### src/rtl/axi_pkg.sv
// axi_pkg: shared AXI-lite widths, response codes, one-hot master states and read byte-mask helper
package axi_pkg;
  localparam int ADDR_W = 32;
  localparam int DATA_W = 32;
  localparam int STRB_W = DATA_W / 8;
  localparam logic [1:0] RESP_OKAY = 2'b00;
  localparam logic [1:0] RESP_SLVERR = 2'b10;
  typedef enum logic [4:0] {
    IDLE    = 5'b00001,
    WR_AW_W = 5'b00010,
    WR_RESP = 5'b00100,
    RD_AR   = 5'b01000,
    RD_DATA = 5'b10000
  } state_t;
  function automatic logic [DATA_W-1:0] mask_bytes(input logic [DATA_W-1:0] d, input logic [STRB_W-1:0] m);
    logic [DATA_W-1:0] r;
    r = '0;
    for (int i = 0; i < STRB_W; i++) r[8*i +: 8] = m[i] ? d[8*i +: 8] : 8'h00;
    return r;
  endfunction
endpackage

### src/rtl/axi_wdog_cnt.sv
// axi_wdog_cnt: handshake wait counter (clk, rst_n async low, clear in) raising expired when it reaches TIMEOUT-1
module axi_wdog_cnt #(
  parameter int TIMEOUT = 16
) (
  input  logic clk,
  input  logic rst_n,
  input  logic clear,
  output logic expired
);
  localparam int W = $clog2(TIMEOUT + 1);
  logic [W-1:0] cnt;
  always_ff @(posedge clk or negedge rst_n)
    if (!rst_n) cnt <= '0;
    else cnt <= clear ? '0 : cnt + W'(1);
  assign expired = cnt == W'(TIMEOUT - 1);
endmodule

### src/rtl/axi_master_fsm.sv
// axi_master_fsm: single-beat AXI-lite master; user cmd (i_*) in, status (o_*) out, AW/W/B/AR/R channels, registered outputs, handshake watchdog abort
module axi_master_fsm
  import axi_pkg::*;
#(
  parameter int TIMEOUT = 16
) (
  input  logic              M_ACLK,
  input  logic              M_ARRESET_N,
  input  logic              i_wr_req,
  input  logic              i_rd_req,
  input  logic [ADDR_W-1:0] i_addr,
  input  logic [DATA_W-1:0] i_wdata,
  input  logic [STRB_W-1:0] i_wstrb,
  input  logic [STRB_W-1:0] i_rmask,
  output logic              o_busy,
  output logic              o_done,
  output logic [DATA_W-1:0] o_rdata,
  output logic [1:0]        o_resp,
  output logic              o_timeout,
  output logic              M_AWVALID,
  output logic [ADDR_W-1:0] M_AWADDR,
  input  logic              S_AWREADY,
  output logic              M_WVALID,
  output logic [DATA_W-1:0] M_WDATA,
  output logic [STRB_W-1:0] M_WSTRB,
  input  logic              S_WREADY,
  input  logic              S_BVALID,
  input  logic [1:0]        S_BRESP,
  output logic              M_BREADY,
  output logic              M_ARVALID,
  output logic [ADDR_W-1:0] M_ARADDR,
  output logic [STRB_W-1:0] M_BLEN,
  input  logic              S_ARREADY,
  input  logic              S_RVALID,
  input  logic [DATA_W-1:0] S_RDATA,
  output logic              M_RREADY
);
  state_t state, state_n;
  logic awvalid_n, wvalid_n, bready_n, arvalid_n, rready_n, done_n, timeout_n;
  logic [ADDR_W-1:0] awaddr_n, araddr_n;
  logic [DATA_W-1:0] wdata_n, rdata_n;
  logic [STRB_W-1:0] wstrb_n, blen_n;
  logic [1:0] resp_n;
  logic hs, expired;
  assign hs = (M_AWVALID & S_AWREADY) | (M_WVALID & S_WREADY) | (M_BREADY & S_BVALID)
            | (M_ARVALID & S_ARREADY) | (M_RREADY & S_RVALID);
  axi_wdog_cnt #(.TIMEOUT(TIMEOUT)) u_wdog (
    .clk(M_ACLK),
    .rst_n(M_ARRESET_N),
    .clear(hs || state_n != state || state == IDLE),
    .expired(expired)
  );
  always_comb begin
    state_n = state;
    awvalid_n = M_AWVALID;
    awaddr_n = M_AWADDR;
    wvalid_n = M_WVALID;
    wdata_n = M_WDATA;
    wstrb_n = M_WSTRB;
    bready_n = M_BREADY;
    arvalid_n = M_ARVALID;
    araddr_n = M_ARADDR;
    blen_n = M_BLEN;
    rready_n = M_RREADY;
    rdata_n = o_rdata;
    resp_n = o_resp;
    done_n = 1'b0;
    timeout_n = 1'b0;
    unique case (state)
      IDLE:
        if (i_wr_req) begin
          awaddr_n = i_addr;
          wdata_n = i_wdata;
          wstrb_n = i_wstrb;
          awvalid_n = 1'b1;
          wvalid_n = 1'b1;
          state_n = WR_AW_W;
        end else if (i_rd_req) begin
          araddr_n = i_addr;
          blen_n = i_rmask;
          arvalid_n = 1'b1;
          state_n = RD_AR;
        end
      WR_AW_W: begin
        awvalid_n = M_AWVALID & ~S_AWREADY;
        wvalid_n = M_WVALID & ~S_WREADY;
        if (!awvalid_n && !wvalid_n) begin
          bready_n = 1'b1;
          state_n = WR_RESP;
        end
      end
      WR_RESP:
        if (S_BVALID) begin
          resp_n = S_BRESP;
          done_n = 1'b1;
          bready_n = 1'b0;
          state_n = IDLE;
        end
      RD_AR:
        if (S_ARREADY) begin
          arvalid_n = 1'b0;
          rready_n = 1'b1;
          state_n = RD_DATA;
        end
      RD_DATA:
        if (S_RVALID) begin
          rdata_n = mask_bytes(S_RDATA, M_BLEN);
          resp_n = RESP_OKAY;
          done_n = 1'b1;
          rready_n = 1'b0;
          state_n = IDLE;
        end
      default: state_n = IDLE;
    endcase
    if (expired && state != IDLE) begin
      awvalid_n = 1'b0;
      wvalid_n = 1'b0;
      bready_n = 1'b0;
      arvalid_n = 1'b0;
      rready_n = 1'b0;
      resp_n = RESP_SLVERR;
      done_n = 1'b1;
      timeout_n = 1'b1;
      state_n = IDLE;
    end
  end
  always_ff @(posedge M_ACLK or negedge M_ARRESET_N)
    if (!M_ARRESET_N) begin
      state <= IDLE;
      o_busy <= 1'b0;
      o_done <= 1'b0;
      o_timeout <= 1'b0;
      o_resp <= RESP_OKAY;
      o_rdata <= '0;
      M_AWVALID <= 1'b0;
      M_AWADDR <= '0;
      M_WVALID <= 1'b0;
      M_WDATA <= '0;
      M_WSTRB <= '0;
      M_BREADY <= 1'b0;
      M_ARVALID <= 1'b0;
      M_ARADDR <= '0;
      M_BLEN <= '0;
      M_RREADY <= 1'b0;
    end else begin
      state <= state_n;
      o_busy <= state_n != IDLE;
      o_done <= done_n;
      o_timeout <= timeout_n;
      o_resp <= resp_n;
      o_rdata <= rdata_n;
      M_AWVALID <= awvalid_n;
      M_AWADDR <= awaddr_n;
      M_WVALID <= wvalid_n;
      M_WDATA <= wdata_n;
      M_WSTRB <= wstrb_n;
      M_BREADY <= bready_n;
      M_ARVALID <= arvalid_n;
      M_ARADDR <= araddr_n;
      M_BLEN <= blen_n;
      M_RREADY <= rready_n;
    end
endmodule

### config.mk
export PLATFORM = sky130hd
export DESIGN_NAME = axi_master_fsm
export DESIGN_NICKNAME = d
export VERILOG_FILES = /design/src/rtl/axi_pkg.sv /design/src/rtl/axi_wdog_cnt.sv /design/src/rtl/axi_master_fsm.sv
export SDC_FILE = /design/constraint.sdc
export NUM_CORES = 1
export LEC_CHECK = 0
export BUFFER_PORTS_ARGS = -buffer_cell sky130_fd_sc_hd__buf_4
export CAP_MARGIN = 25
export CORE_AREA = 2 2 161 163
export DETAILED_ROUTE_END_ITERATION = 6
export DIE_AREA = 0 0 163 165
export PLACE_DENSITY = 0.43
export SKIP_LAST_GASP = 1
export SYNTH_ARGS = -nofsm -noshare
export SYNTH_HDL_FRONTEND = slang
export SYNTH_SLANG_ARGS = --single-unit
export TNS_END_PERCENT = 50
### constraint.sdc
create_clock -name M_ACLK -period 6.2 [get_ports M_ACLK]
set_input_delay 1.24 -clock M_ACLK [delete_from_list [all_inputs] [get_ports M_ACLK]]
set_output_delay 1.24 -clock M_ACLK [all_outputs]
set_load 0.005 [all_outputs]
# Word-level counts from Yosys, hierarchy flattened
# Cells that the tools add are included.
[classes]
n_reduce_logical = 19
addsub = 1
eq_ne = 16
muxes = 40
bitwise_logic = 14
[op_table]
columns = ["operator", "count"]
rows = [
  ["5-bit two-way mux", 8],
  ["8-bit two-way mux", 4],
  ["5-bit case mux with 5 select lines", 1],
  ["1-bit two-way mux", 17],
  ["3-bit nonzero test", 5],
  ["3-bit != test, second input constant", 4],
  ["1-bit case mux with 2 select lines", 6],
  ["3-bit AND reduction", 4],
  ["5-bit by 4-bit equality test with 1-bit output, second input constant", 2],
  ["5-bit by 1-bit != test with 1-bit output, second input constant", 2],
  ["3-bit by 2-bit != test with 1-bit output, second input constant", 3],
  ["1-bit AND", 7],
  ["2-bit two-way mux", 3],
  ["2-bit AND reduction", 3],
  ["5-bit by 1-bit adder with 5-bit output, second input constant", 1],
  ["5-bit by 1-bit equality test with 1-bit output, second input constant", 1],
  ["5-bit by 2-bit equality test with 1-bit output, second input constant", 1],
  ["5-bit by 3-bit equality test with 1-bit output, second input constant", 1],
  ["5-bit equality test, second input constant", 1],
  ["5-bit != test", 1],
  ["1-bit OR", 4],
  ["2-bit case mux with 2 select lines", 1],
  ["4-bit AND reduction", 1],
  ["1-bit inverter", 3],
  ["3 further kinds", 6],
]
[totals]
ff_bits = 156

# Logic depth before layout (Yosys ltp)
[depth]
word_depth = 11
depth_mapped = 9
depth_no_buf = 8

# By module
# Synthesis repeated with hierarchy kept, for this count alone.
[unflattened]
hier_cells = 473
area_unflattened_um2 = 6244.7
[modules_own_cells]
columns = ["mod", "area_each_um2", "seq_area_each_um2", "instances", "cells_each"]
rows = [
  ["axi_master_fsm", 6027.0, 3779.9, 1, 455],
  ["axi_wdog_cnt", 217.7, 125.1, 1, 18],
]

# Worst setup path after synthesis
# Ideal clock, no wire load.
[synth_timing]
kind = "input port to flip-flop"
startpoint = "in i_rd_req"
endpoint = "reg M_ARADDR[10]"
stages = 5
setup_slack_ns = 3.705
arrival_time_ns = 2.370
n_path_buf = 2
required_time_ns = 6.075
path_cell_list = "nor4bb_1 > nand2_1 > clkbuf_1 > buf_2 > mux2_2"
[synth_between]
elab_chain_cells = 1
[synth_rtl]
columns = ["element", "line_no", "source"]
rows = [
  ["start, declared", "axi_master_fsm.sv:10", "input logic i_rd_req,"],
  ["3-bit AND reduction (no line)", "-", ""],
  ["end signal, assigned", "axi_master_fsm.sv:159", "M_ARADDR <= araddr_n;"],
  ["end, declared", "axi_master_fsm.sv:31", "output logic [ADDR_W-1:0] M_ARADDR,"],
]
# No other way between the ends.
# A chain may end at the register's enable or synchronous reset.

# Worst setup path in the final report
[layout_timing]
startpoint = "reg u_wdog.cnt[0]"
endpoint = "reg u_wdog.cnt[3]"
[layout_between]
elab_chain_cells = 7
word_cells_on_any_way = 8
[layout_rtl]
columns = ["element", "line_no", "source"]
rows = [
  ["start, declared", "axi_wdog_cnt.sv:11", "logic [W-1:0] cnt;"],
  ["start signal, assigned", "axi_wdog_cnt.sv:14", "else cnt <= clear ? '0 : cnt + W'(1);"],
  ["5-bit by 4-bit equality test with 1-bit output", "axi_wdog_cnt.sv:15", "assign expired = cnt == W'(TIMEOUT - 1);"],
  ["1-bit logical AND", "axi_master_fsm.sv:115", "if (expired && state != IDLE) begin"],
  ["5-bit two-way mux", "axi_master_fsm.sv:115", ""],
  ["5-bit != test", "axi_master_fsm.sv:50", ".clear(hs || state_n != state || state == IDLE),"],
  ["1-bit logical OR (2 in a row)", "axi_master_fsm.sv:50", ""],
  ["5-bit two-way mux (*)", "axi_wdog_cnt.sv:14", ""],
]
# Every way passes the cells marked *; elsewhere a longest branch is shown, timed or not.

==> impl_metrics.ini <==
[route]
drt_wl_total_um = 17800
drtIter0Drc = 180
vias = 4736
drc = 0
viasPerCell = 4.36
dr.pass1.iters = 4
wl_per_cell_um = 16.4
final_antenna_net_count = 0

[clock_tree]
ctsHoldBuffers = 0
clock_latency_ps = 430
cts_tree = yes
clock-root-buffer = clkbuf_16
cts_buffer_depth = 2
post_cts_buffers = 0
ctsResizeCount = 0
cts_sinks = 156
cts.clk_slew.worst_paths_ps = 60
htreeDepth = 4
numCtsBuffers = 17

[die]
die_width_um = 163
die_h_um = 165
start_util_pct = 24.9
die_area_mm2 = 0.0269
rows = 58
core-area_mm2 = 0.0250
io_pins = 261

[global_routing]
grt_first_pass_wirelength_um = 27500
use_met2_pct = 22.9
antenna_found_initial = 0
grtUsageMet1_pct = 15.3
grt_max_degree = 103
gr-usage-met3_pct = 4.60
grt-busiest-layer = met2
grt_overflow_total = 0
grt_pass1_vias = 5113
grt_use_total_pct = 13.1

[critical_path]
crit_type = reg2reg
crit_arrival_ps = 2990
cp-start-kind = flop
crit_fanout = 8
required_ps = 6510
critPathCaptureType = flop

[logic_synthesis]
synthesis.nets = 603
synth_edf_count = 0
avgSynthCellArea_um2 = 12.8
yosys_warnings = 0
synthFlopType = dfrtp_1
syn_area_mm2 = 0.00623
synth.distinct_cells = 44
synthArstFlopShare_pct = 100
seq_area_frac_synth_pct = 62.7
syn_inst = 486
ys_ff_latch = 156

[final_layout]
layout.nets = 860
utilization_pct = 36.7
syn_to_final_growth_pct = 47.6
diodes = 0
final_common_cell = buf_4
fillers = 2514
final_cell_mix = buf_4, dfrtp_1, mux2_2
drive_gt1_share_pct = 54.0

[timing]
finalSetupViolations = 0
layout_worst_path_cycle_share_pct = 43.4
worst-slew-pin-transition_ps = 747
fin_setup_tns_ps = 0
final-hold-violation-count = 0
finClkSkew_ps = 23.4
fmax_mhz = 372
fin_crit_ps = 2690
rsz0062_at_grt = false
max_slew_margin_pct = 49.8
slew_viol_final = 0

[placed_design]
dpl.hpwl_um = 12900
gp_congestion = 0.738
io_buffers = 260

[pwr]
vdd_drop_max_v = 0.000176
power.leakage_nw = 4.51
power_mw = 4.44
powerDensity_mw_per_mm2 = 483

[min_path]
hold_path_class = reg2reg

[run_status]
outcome = finished clean

[job]
drv_cap = 0
==> power by group <==
part / switching, mW / internal [mW] / leakage [nW]
clock: 0.445 / 0.648 / 0.287
sequential: 0.289 / 1.45 / 1.92
combinational: 0.610 / 1.01 / 2.30
==> per-layer routing <==
layer,routed length [µm],share of wire [%]
met5,0,0
met4,185,1.0
met3,1240,7.0
met2,9250,52
met1,7110,40
==> cell families (layout without fill, tap and decap cells) <==
| family | Yosys count | after routing | synth area share (%) |
|---|---|---|---|
| flip-flops | 156 | 156 | 62.7 |
| adder cells (fa/ha/maj) | 2 | 2 | 0.402 |
| AND/OR/NAND/NOR | 162 | 162 | 12.3 |
| AO/OA/AOI/OAI | 25 | 25 | 3.15 |
| multiplexers | 104 | 104 | 18.8 |
| XOR/XNOR | 2 | 2 | 0.281 |
| buffers and inverters | 35 | 304 | 2.43 |
==> worst max-delay path, stage by stage (launching register included) <==
cell	delay (ps)
dfrtp_1	400
ha_1	220
and3_1	190
ha_1	310
nor3b_1	400
nand2_1	120
a2bb2oi_1	160
a2111o_1	460
nor4_1	330
==> registers in the layout (all words and copies together) (netlist names) <==
register    flops
state           5
M_RREADY        1
M_WSTRB         4
M_BREADY        1
M_ARADDR       32
o_resp          2
M_AWADDR       32
M_WVALID        1
o_done          1
M_BLEN          4
o_timeout       1
u_wdog.cnt      5
o_busy          1
M_WDATA        32
M_ARVALID       1
M_AWVALID       1
o_rdata        32
==> synth_stat cells (2+ instances only) <==
master | n | share of area (%)
nand3_1 | 36 | 2.9
dfrtp_1 | 155 | 62
nor2_1 | 14 | 0.84
o21ai_0 | 2 | 0.16
mux2_2 | 104 | 19
ha_1 | 2 | 0.40
clkbuf_1 | 22 | 1.3
nor3b_1 | 2 | 0.24
nor3_1 | 10 | 0.80
and3_1 | 2 | 0.20
o211a_1 | 2 | 0.32
nand2b_1 | 2 | 0.20
buf_2 | 4 | 0.32
a21oi_1 | 5 | 0.40
o22ai_1 | 2 | 0.20
nor4_1 | 6 | 0.60
nand2_1 | 78 | 4.7
nor4b_1 | 2 | 0.28
buf_6 | 2 | 0.36
o21a_1 | 4 | 0.48
inv_1 | 7 | 0.42
==> area by class of cell <==
cell class	count	area [µm²]	share of cell area (%)
sequential	156	3910	42.5
multi-input combinational	295	2190	23.8
timing repair buffer	266	2050	22.3
clock buffer	19	443	4.82
tap	330	413	4.49
clock inverter	12	161	1.76
inverter	7	26.3	0.286
==> worst paths after layout <==
kind,startpoint,to,slack [ps],depth (start not counted)
setup / recovery,u_wdog.cnt[0]$_DFF_PN0_,u_wdog.cnt[3]$_DFF_PN0_,3510,8
hold / removal,o_rdata[20]$_DFFE_PN0P_,o_rdata[20]$_DFFE_PN0P_,470,2
setup reg to reg,u_wdog.cnt[0]$_DFF_PN0_,u_wdog.cnt[3]$_DFF_PN0_,3510,8
hold reg to reg,o_rdata[20]$_DFFE_PN0P_,o_rdata[20]$_DFFE_PN0P_,470,2
max in group asynchronous,M_ARRESET_N,M_WSTRB[2]$_DFFE_PN0P_,4580,2
min in group asynchronous,M_ARRESET_N,M_ARVALID$_DFFE_PN0P_,650,1
==> stage by stage <==
stage                     area, µm²  setup WS, ps  hold WS, ps  cells
after floorplan                6230          3700          444    486
after global placement         8510          2850          454   1051
after detailed placement       8540          2650          461   1052
after CTS                      9150          3100          476   1083
after global routing           9190          3300          496   1085
final                          9190          3510          470   1085
No activity file was read; power rests on OpenSTA's default activity.
